--- config.mk ---
export PLATFORM = sky130hd
export DESIGN_NAME = ball_hit_detect_flat
export DESIGN_NICKNAME = d
export VERILOG_FILES = /design/src/rtl/dang9_pkg.sv /design/src/rtl/ball_hit_detect_if.sv /design/src/rtl/mag2signed.sv /design/src/rtl/ball_hit_detect.sv /design/src/flat_wrapper.sv
export SDC_FILE = /design/constraint.sdc
export NUM_CORES = 1
export LEC_CHECK = 0
export ABC_AREA = 1
export BUFFER_PORTS_ARGS = -buffer_cell sky130_fd_sc_hd__buf_2
export CORE_ASPECT_RATIO = 1.2
export CORE_MARGIN = 3
export CORE_UTILIZATION = 55
export CTS_CLUSTER_SIZE = 24
export DETAILED_ROUTE_END_ITERATION = 10
export GPL_ROUTABILITY_DRIVEN = 0
export PLACE_DENSITY = 0.74
export SLEW_MARGIN = 5
export SYNTH_ARGS = -nofsm -noshare
export SYNTH_HDL_FRONTEND = slang
export SYNTH_SLANG_ARGS = --single-unit
export TNS_END_PERCENT = 30
--- constraint.sdc ---
create_clock -name clk -period 20.2 [get_ports clk]
set_input_delay 2.02 -clock clk [delete_from_list [all_inputs] [get_ports clk]]
set_output_delay 2.02 -clock clk [all_outputs]
set_load 0.02 [all_outputs]
--- src/rtl/dang9_pkg.sv ---
// Shared constants and types for the billiards ball-pair contact detector.
package dang9_pkg;
  localparam int BALL_SIZE = 30;
  localparam int COORD_W   = 10;
  localparam int SCOORD_W  = 11;
  localparam int RVEL_W    = 12;
  localparam int MULT_W    = 12;
  localparam int DIST2_W   = 21;
  localparam int DOT_W     = 23;
  localparam logic [DIST2_W-1:0] D2 = DIST2_W'(BALL_SIZE * BALL_SIZE);

  typedef enum logic [2:0] {
    ST_IDLE,
    ST_DIFF,
    ST_MX,
    ST_MY,
    ST_DX,
    ST_DY,
    ST_CMP
  } state_t;
endpackage

--- src/rtl/ball_hit_detect_if.sv ---
// Frame snapshot inputs and contact results of the ball-pair hit detector.
interface ball_hit_detect_if;
  import dang9_pkg::*;

  logic                       frame_tick;
  logic [COORD_W-1:0]         xBall_a, yBall_a, xBall_b, yBall_b;
  logic [COORD_W-1:0]         Vx_a, Vy_a, Vx_b, Vy_b;
  logic                       Dx_a, Dy_a, Dx_b, Dy_b;
  logic                       hit;
  logic                       busy;
  logic signed [SCOORD_W-1:0] dx_ab, dy_ab;
  logic [DIST2_W-1:0]         dist2;

  modport master (
    output frame_tick, xBall_a, yBall_a, xBall_b, yBall_b,
    output Vx_a, Vy_a, Vx_b, Vy_b, Dx_a, Dy_a, Dx_b, Dy_b,
    input  hit, busy, dx_ab, dy_ab, dist2
  );

  modport slave (
    input  frame_tick, xBall_a, yBall_a, xBall_b, yBall_b,
    input  Vx_a, Vy_a, Vx_b, Vy_b, Dx_a, Dy_a, Dx_b, Dy_b,
    output hit, busy, dx_ab, dy_ab, dist2
  );
endinterface

--- src/rtl/mag2signed.sv ---
// Speed magnitude plus direction bit (1 = +axis) to signed velocity.
module mag2signed
  import dang9_pkg::*;
(
  input  logic [COORD_W-1:0]         mag,
  input  logic                       dir,
  output logic signed [SCOORD_W-1:0] val
);
  logic signed [SCOORD_W-1:0] mag_s;

  assign mag_s = signed'({1'b0, mag});
  assign val   = dir ? mag_s : -mag_s;
endmodule

--- src/rtl/ball_hit_detect.sv ---
// Per-frame ball-pair contact detector: squared distance and closing speed
// computed sequentially through one shared 12x12 signed multiplier.
module ball_hit_detect
  import dang9_pkg::*;
(
  input  logic             clk,
  input  logic             rst,
  ball_hit_detect_if.slave bus
);
  state_t state, state_nxt;

  logic [COORD_W-1:0]         xa_q, ya_q, xb_q, yb_q;
  logic [COORD_W-1:0]         vxa_q, vya_q, vxb_q, vyb_q;
  logic                       dxa_q, dya_q, dxb_q, dyb_q;
  logic signed [SCOORD_W-1:0] svxa, svya, svxb, svyb;
  logic signed [RVEL_W-1:0]   rvx_q, rvy_q;
  logic [DIST2_W-1:0]         acc_q;
  logic signed [DOT_W-1:0]    dot_q;
  logic signed [SCOORD_W-1:0] dx_q, dy_q;
  logic [DIST2_W-1:0]         dist2_q;
  logic                       hit_q, armed_q, hit_nxt;
  logic signed [MULT_W-1:0]   op_a, op_b, dx_e, dy_e;
  logic signed [DOT_W-1:0]    prod;

  mag2signed u_vxa (.mag(vxa_q), .dir(dxa_q), .val(svxa));
  mag2signed u_vya (.mag(vya_q), .dir(dya_q), .val(svya));
  mag2signed u_vxb (.mag(vxb_q), .dir(dxb_q), .val(svxb));
  mag2signed u_vyb (.mag(vyb_q), .dir(dyb_q), .val(svyb));

  assign dx_e = MULT_W'(dx_q);
  assign dy_e = MULT_W'(dy_q);
  // Operands stay 12-bit signed; widened only so the product lands at dot width.
  assign prod = DOT_W'(op_a) * DOT_W'(op_b);

  assign hit_nxt = armed_q && (dist2_q <= D2) && dot_q[DOT_W-1];

  always_comb begin
    state_nxt = state;
    op_a      = '0;
    op_b      = '0;
    case (state)
      ST_IDLE: if (bus.frame_tick) state_nxt = ST_DIFF;
      ST_DIFF: state_nxt = ST_MX;
      ST_MX: begin
        op_a      = dx_e;
        op_b      = dx_e;
        state_nxt = ST_MY;
      end
      ST_MY: begin
        op_a      = dy_e;
        op_b      = dy_e;
        state_nxt = ST_DX;
      end
      ST_DX: begin
        op_a      = dx_e;
        op_b      = rvx_q;
        state_nxt = ST_DY;
      end
      ST_DY: begin
        op_a      = dy_e;
        op_b      = rvy_q;
        state_nxt = ST_CMP;
      end
      ST_CMP:  state_nxt = ST_IDLE;
      default: state_nxt = ST_IDLE;
    endcase
  end

  always_ff @(posedge clk or negedge rst) begin
    if (!rst) begin
      state   <= ST_IDLE;
      hit_q   <= 1'b0;
      armed_q <= 1'b1;
      dx_q    <= '0;
      dy_q    <= '0;
      dist2_q <= '0;
    end else begin
      state <= state_nxt;
      hit_q <= 1'b0;
      if (state == ST_DIFF) begin
        dx_q <= signed'({1'b0, xb_q}) - signed'({1'b0, xa_q});
        dy_q <= signed'({1'b0, yb_q}) - signed'({1'b0, ya_q});
      end
      if (state == ST_MY) dist2_q <= acc_q + prod[DIST2_W-1:0];
      // Armed only re-arms after a frame that sees the balls clearly apart.
      if (state == ST_CMP) begin
        hit_q <= hit_nxt;
        if (hit_nxt)           armed_q <= 1'b0;
        else if (dist2_q > D2) armed_q <= 1'b1;
      end
    end
  end

  always_ff @(posedge clk) begin
    if (state == ST_IDLE && bus.frame_tick) begin
      xa_q  <= bus.xBall_a;
      ya_q  <= bus.yBall_a;
      xb_q  <= bus.xBall_b;
      yb_q  <= bus.yBall_b;
      vxa_q <= bus.Vx_a;
      vya_q <= bus.Vy_a;
      vxb_q <= bus.Vx_b;
      vyb_q <= bus.Vy_b;
      dxa_q <= bus.Dx_a;
      dya_q <= bus.Dy_a;
      dxb_q <= bus.Dx_b;
      dyb_q <= bus.Dy_b;
    end
    if (state == ST_DIFF) begin
      rvx_q <= RVEL_W'(svxb) - RVEL_W'(svxa);
      rvy_q <= RVEL_W'(svyb) - RVEL_W'(svya);
    end
    if (state == ST_MX) acc_q <= prod[DIST2_W-1:0];
    if (state == ST_DX) dot_q <= prod;
    if (state == ST_DY) dot_q <= dot_q + prod;
  end

  assign bus.hit   = hit_q;
  assign bus.busy  = (state != ST_IDLE);
  assign bus.dx_ab = dx_q;
  assign bus.dy_ab = dy_q;
  assign bus.dist2 = dist2_q;
endmodule

--- src/flat_wrapper.sv ---
// flat-port wrapper written by rule: the top's interface ports become plain ports
module ball_hit_detect_flat import dang9_pkg::*;
  (clk, rst, bus_frame_tick, bus_xBall_a, bus_yBall_a, bus_xBall_b, bus_yBall_b, bus_Vx_a, bus_Vy_a, bus_Vx_b, bus_Vy_b, bus_Dx_a, bus_Dy_a, bus_Dx_b, bus_Dy_b, bus_hit, bus_busy, bus_dx_ab, bus_dy_ab, bus_dist2);
  ball_hit_detect_if bus_i ();
  input  logic clk;
  input  logic rst;
  input wire logic [$bits(bus_i.frame_tick)-1:0] bus_frame_tick;
  input wire logic [$bits(bus_i.xBall_a)-1:0] bus_xBall_a;
  input wire logic [$bits(bus_i.yBall_a)-1:0] bus_yBall_a;
  input wire logic [$bits(bus_i.xBall_b)-1:0] bus_xBall_b;
  input wire logic [$bits(bus_i.yBall_b)-1:0] bus_yBall_b;
  input wire logic [$bits(bus_i.Vx_a)-1:0] bus_Vx_a;
  input wire logic [$bits(bus_i.Vy_a)-1:0] bus_Vy_a;
  input wire logic [$bits(bus_i.Vx_b)-1:0] bus_Vx_b;
  input wire logic [$bits(bus_i.Vy_b)-1:0] bus_Vy_b;
  input wire logic [$bits(bus_i.Dx_a)-1:0] bus_Dx_a;
  input wire logic [$bits(bus_i.Dy_a)-1:0] bus_Dy_a;
  input wire logic [$bits(bus_i.Dx_b)-1:0] bus_Dx_b;
  input wire logic [$bits(bus_i.Dy_b)-1:0] bus_Dy_b;
  output wire logic [$bits(bus_i.hit)-1:0] bus_hit;
  output wire logic [$bits(bus_i.busy)-1:0] bus_busy;
  output wire logic [$bits(bus_i.dx_ab)-1:0] bus_dx_ab;
  output wire logic [$bits(bus_i.dy_ab)-1:0] bus_dy_ab;
  output wire logic [$bits(bus_i.dist2)-1:0] bus_dist2;
  assign bus_i.frame_tick = bus_frame_tick;
  assign bus_i.xBall_a = bus_xBall_a;
  assign bus_i.yBall_a = bus_yBall_a;
  assign bus_i.xBall_b = bus_xBall_b;
  assign bus_i.yBall_b = bus_yBall_b;
  assign bus_i.Vx_a = bus_Vx_a;
  assign bus_i.Vy_a = bus_Vy_a;
  assign bus_i.Vx_b = bus_Vx_b;
  assign bus_i.Vy_b = bus_Vy_b;
  assign bus_i.Dx_a = bus_Dx_a;
  assign bus_i.Dy_a = bus_Dy_a;
  assign bus_i.Dx_b = bus_Dx_b;
  assign bus_i.Dy_b = bus_Dy_b;
  assign bus_hit = bus_i.hit;
  assign bus_busy = bus_i.busy;
  assign bus_dx_ab = bus_i.dx_ab;
  assign bus_dy_ab = bus_i.dy_ab;
  assign bus_dist2 = bus_i.dist2;
  ball_hit_detect u_core (.clk(clk), .rst(rst), .bus(bus_i));
endmodule
======== Word level (Yosys, flattened, before mapping) ========
Index checks and enable logic that the tools add are counted.
cells by class
  add/subtract/negate cells ............... 10
  multipliers ............................. 1
  div/mod/pow operators ................... 0
  $lt $le $gt $ge ......................... 2
  eq/ne operators ......................... 7
  shift-type cells ........................ 0
  multiplexer cells ....................... 13
  bitwise gates (word level) .............. 0
  reduce and logical (&&, ||, !) cells .... 10
operators by type and width
  cell                    number
  $pmux W12 S4            1
  $mux W23                2
  $mux W11                4
  $neg A10 Y11            4
  $pmux W12 S2            1
  $sub A11 B11 Y12        2
  $add A23 B23 Y23        1
  $mul A12 B12 Y23        1
  $sub A10 B10 Y11        2
  $add A21 B21 Y21        1
  $gt A21 B10 Y1 const B  1
  $le A21 B10 Y1 const B  1
  $pmux W3 S6             1
  $eq A3 B3 Y1 const B    3
  $eq A3 B2 Y1 const B    2
  $reduce_bool A2 Y1      2
  $reduce_or A2 Y1        2
  $eq A3 B1 Y1 const B    1
  $logic_and A1 B1 Y1     3
  $logic_not A3 Y1        1
  $mux W1                 3
  $mux W3                 1
  $reduce_bool A3 Y1      1
  $ne A2 B2 Y1 const B    1
  $reduce_and A2 Y1       1
storage, ports and cells
  register bits after elaboration ......... 200
  bits in latches ......................... 0
  RAM bits ................................ 0
  ROM bits ................................ 0
  bits of input ports ..................... 87
  memories ................................ 0

======== Longest topological paths before layout ========
  depth after elaboration ................. 6
  mapped depth ............................ 42
  gate-level depth less buffers ........... 41

======== Hierarchy ========
From an unflattened synthesis, not the netlist that was laid out.
second synthesis, totals
  cell total of the unflattened synthesis .. 2121
  area total of the unflattened synthesis .. 17948.5 um2
by module, submodules not included
  module           times used  cells each  area each (um2)  seq. area each (um2)
  ball_hit_detect  1           1889        16792.4          5766.8
  mag2signed       4           58          289.0            0.0

======== Worst setup path after synthesis ========
Ideal clock, no wire load.
  path type ............................... reg2reg
  from .................................... register u_core.state[2]
  to ...................................... register u_core.dot_q[22] (data pin)
  setup time .............................. 252 ps
  arrival time ............................ 6858 ps
  data required time ...................... 19948 ps
  slack ................................... 13089 ps
  cell stages (with the launch flop) ...... 37
  buffers on the path ..................... 2
  clock period less this slack ............ 7111 ps
  path through ............................ dfrtp_1 -> buf_4 -> inv_2 -> nand3_1 -> inv_1 -> buf_4 -> nand2_1 -> o2111ai_1 -> nand2_1 -> inv_1 -> nand2_1 -> fa_1 -> inv_1 -> fa_1 -> inv_1 -> fa_1 -> inv_1 -> fa_1 -> inv_1 -> fa_1 -> inv_1 -> ha_1 -> a21oi_1 -> o21ai_0 -> a21oi_1 -> nand3_1 -> and2_1 -> ha_1 -> nand2_1 -> nor3_1 -> nand3_1 -> nand3_1 -> nand2_1 -> nand3_1 -> inv_1 -> nand2_1 -> nand2_1
on the way
  longest elaborated chain between the ends .. 6
  elaborated cells between the ends (all ways) .. 12
  classes of those cells .................. add/sub (1); mul (1); eq/ne (4); mux (4); reduce/logical (2)
ends and longest elaborated chain
  what                                          RTL line                RTL
  from (decl)                                   ball_hit_detect.sv:10   state_t state, state_nxt;
  from (signal assigned)                        ball_hit_detect.sv:78   state <= state_nxt;
  $eq A3 B3 Y1 or $eq A3 B2 Y1 (tied branches)  ball_hit_detect.sv:41   case (state)
  $reduce_or A2 Y1 (no source line)             -
  $pmux W12 S2                                  ball_hit_detect.sv:41
  $mul A12 B12 Y23 (*)                          ball_hit_detect.sv:33   assign prod = DOT_W'(op_a) * DOT_W'(op_b);
  named net u_core.prod[19]                     ball_hit_detect.sv:23   logic signed [DOT_W-1:0] prod;
  $add A23 B23 Y23 (*)                          ball_hit_detect.sv:115  if (state == ST_DY) dot_q <= dot_q + prod;
  $mux W23 (*)                                  ball_hit_detect.sv:115
  to (signal assigned)                          ball_hit_detect.sv:114  if (state == ST_DX) dot_q <= prod;
  to (signal assigned)                          ball_hit_detect.sv:115
  to (decl)                                     ball_hit_detect.sv:18   logic signed [DOT_W-1:0] dot_q;
Mark *: on every way through the listed nets, which the timed path passes. The rest lies on a longest branch. The select of a mux whose other input is x is not followed.
A chain may end at the register's enable or synchronous reset.

======== Final worst setup path ========
Ends and elaborated chain as after synthesis.

==> flow_summary.json <==
{
  "outcome": "completed",
  "synthCells": 2048,
  "preCtsSetupSlack_ps": 11030,
  "drive_gt1_frac": 0.0931,
  "post-route-drc-count": 0,
  "numCtsBuffers": 17,
  "final_cells": 2592,
  "crit_arrival_ps": 9550,
  "syn_area_sq_mm": 0.0176,
  "rsz0062_at_grt": "no",
  "grt-ovfl-total": 0,
  "via_count": 14100,
  "seqPwrFrac": 0.218,
  "slew_viol_final": 0,
  "p_int_mw": 1.62,
  "swShare": 0.533,
  "core_area_sq_mm": 0.0314,
  "final_common_cell": "nand2_1",
  "slew_headroom": 0.128,
  "period_minus_slack_ps": 9340,
  "max_cap_violations": 0,
  "die_area_sq_mm": 0.0342,
  "setup_viol": 0,
  "start_util": 0.560,
  "cpMaxStageDelayCell": "inv_1",
  "ys.flop_type": "edfxtp_1",
  "p_sw_mw": 1.85,
  "portBuffers": 131,
  "final_cell_mix": "nand2_1 (433), inv_1 (387), nor2_1 (159)",
  "cp_max_fo": 33,
  "synth_nets": 2409,
  "post_cts_buffers": 0,
  "die_h_um": 202,
  "ctsHoldBuffers": 0,
  "htree_levels": 4,
  "hold_viol": 0,
  "timing.final.ws_setup_ps": 10860,
  "placementRows": 71,
  "grt_first_pass_wirelength_mm": 69.0,
  "path_clk_slew_ps": 80,
  "areaGrowthSynthToFinish_pct": 9.32,
  "die_x_um": 169,
  "worst_pin_slew_ps": 1310,
  "cp_top_family": "adder cells",
  "drt-vias-per-instance": 5.46,
  "synth_edf_count": 152,
  "async_flop_share": 0.240,
  "grt_pass1_vias": 14100,
  "root_buffer": "clkbuf_16",
  "ant_nets": 0,
  "drt_first_pass_iters": 6,
  "skew_ps": 14.3,
  "fin_nets": 2539,
  "clockBufferDepth": 2,
  "drt_wl_total_mm": 42.0,
  "p_comb_frac": 0.685,
  "cp_data_required_time_ps": 20410,
  "drt_iter0_markers": 884,
  "ir_drop_mv": 0.0957,
  "worst_skew_pair.late_latency_ps": 440,
  "synth.yosys.seq_area_share": 0.328,
  "yosysWarnings": 0,
  "grt_max_degree": 77,
  "cpMostUsedCell": "nand2_1",
  "setup_tns_ps": 0,
  "p_clk_frac": 0.097,
  "finalCritPeriodShare": 0.463,
  "antenna_cells": 0,
  "clock.fmax_ghz": 0.107,
  "io_pins": 132,
  "place_inst": 2560,
  "path_buf_inv": 8,
  "cts_tree": "built",
  "ys_types": 55,
  "worst_hold_path_type": "reg -> reg",
  "p_per_area_mw_per_mm2": 181,
  "cpPeakStageDelay_ps": 960,
  "antenna_found_initial": 0,
  "synth-seq-cells": 200,
  "leakagePower_nw": 9.39,
  "dp_hpwl_mm": 34.0,
  "clock-sinks": 200,
  "grt_usage": 0.251,
  "cts_resized": 0,
  "critical_path_class": "reg -> reg",
  "avgSynthCellArea_sq_um": 8.59,
  "cp-end-kind": "flip-flop",
  "wire_per_inst_um": 16.2,
  "critPathLaunchType": "flip-flop"
}
==> worst reg2reg max path, delay by kind of cell, from the launching register on <==
family,cells,cell delay (ps)
adders and majority gates,7,3400
AOI/OAI and AO/OA,5,1840
DFF,1,630
buffers and inverters,8,1510
and+or+nand+nor,14,1740
==> cells in the mapped netlist (4+ instances only) <==
| cell | number | area share |
|---|---|---|
| fa_1 | 134 | 0.15 |
| o22ai_4 | 8 | 0.0091 |
| o21bai_1 | 6 | 0.0026 |
| o21a_1 | 4 | 0.0017 |
| nor2_1 | 160 | 0.034 |
| a21o_1 | 4 | 0.0017 |
| nand2_1 | 433 | 0.092 |
| nand3_1 | 99 | 0.028 |
| buf_2 | 6 | 0.0017 |
| nor3_1 | 21 | 0.0060 |
| o21ai_0 | 110 | 0.031 |
| nand3b_1 | 10 | 0.0043 |
| clkbuf_1 | 12 | 0.0026 |
| or2_2 | 6 | 0.0021 |
| a21boi_0 | 4 | 0.0017 |
| nand4_1 | 21 | 0.0075 |
| a21oi_1 | 104 | 0.030 |
| edfxtp_1 | 152 | 0.26 |
| a31oi_1 | 6 | 0.0021 |
| and2_1 | 4 | 0.0014 |
| o2111ai_1 | 10 | 0.0050 |
| dfrtp_1 | 47 | 0.067 |
| xnor2_1 | 40 | 0.020 |
| nor4_1 | 6 | 0.0021 |
| o22ai_1 | 9 | 0.0032 |
| o31ai_1 | 6 | 0.0026 |
| xor2_1 | 48 | 0.024 |
| inv_1 | 387 | 0.083 |
| nor2_2 | 8 | 0.0028 |
| ha_1 | 140 | 0.10 |
==> final cells by class <==
type	instances	area, sq um
Clock buffer	18	439
Clock inverter	14	133
Fill cell	2620	12200
Inverter	395	1490
Multi-Input combinational cell	1430	10200
Sequential cell	200	5770
Tap cell	401	502
Timing Repair Buffer	134	678
==> metal layers <==
metal / global-route usage / vias up / share of wire
met5: 0 / - / 0
met4: 0.119 / 0 / 0.049
met3: 0.0407 / 140 / 0.060
li1: - / 6882 / -
met1: 0.302 / 6570 / 0.39
met2: 0.439 / 552 / 0.50
==> sequential cells by signal, summed over array words and instances (netlist names), 11 cells and up <==
name / count
u_core.rvy_q: 12
u_core.rvx_q: 12
u_core.bus.dy_ab: 11
u_core.dot_q: 23
u_core.acc_q: 21
u_core.bus.dist2: 21
u_core.bus.dx_ab: 11
==> metrics by stage <==
step | hold slack [ps] | util | cell area [sq um] | total power [mW]
after floorplan | 443 | - | 17600 | 2.50
after global placement | 451 | 0.594 | 18700 | 3.05
after detailed placement | 466 | 0.594 | 18700 | 3.11
after CTS | 480 | 0.612 | 19200 | 3.46
after global routing | 520 | 0.612 | 19200 | 3.80
final | 475 | 0.612 | 19200 | 3.47
==> power groups by stage <==
stage | Sequential (mW) | Combinational, mW | Clock (mW)
floorplan | 0.785 | 1.71 | 0
global route | 0.771 | 2.67 | 0.360
detailed placement | 0.764 | 2.35 | 0
global placement | 0.760 | 2.29 | 0
CTS | 0.756 | 2.36 | 0.340
finish | 0.757 | 2.38 | 0.336
==> final timing paths <==
check / from / end / slack [ps] / depth (start not counted)
max in group asynchronous: rst / u_core.bus.dx_ab[2] / 17720 / 1
min reg2reg: u_core.armed_q / u_core.armed_q / 470 / 2
min in group asynchronous: rst / u_core.bus.dist2[13] / 1770 / 1
min: u_core.armed_q / u_core.armed_q / 470 / 2
max: u_core.state[2] / u_core.dot_q[22] / 10860 / 34
max reg2reg: u_core.state[2] / u_core.dot_q[22] / 10860 / 34
==> kinds of logic after synthesis <==
group / after synthesis / synth area share
XOR/XNOR: 88 / 0.0438
AND/OR/NAND/NOR: 781 / 0.187
adder cells (fa/ha/maj): 274 / 0.252
flip-flops: 200 / 0.328
buffers and inverters: 418 / 0.0917
AO/OA/AOI/OAI: 287 / 0.0983
Power figures use the tool's default switching activity.
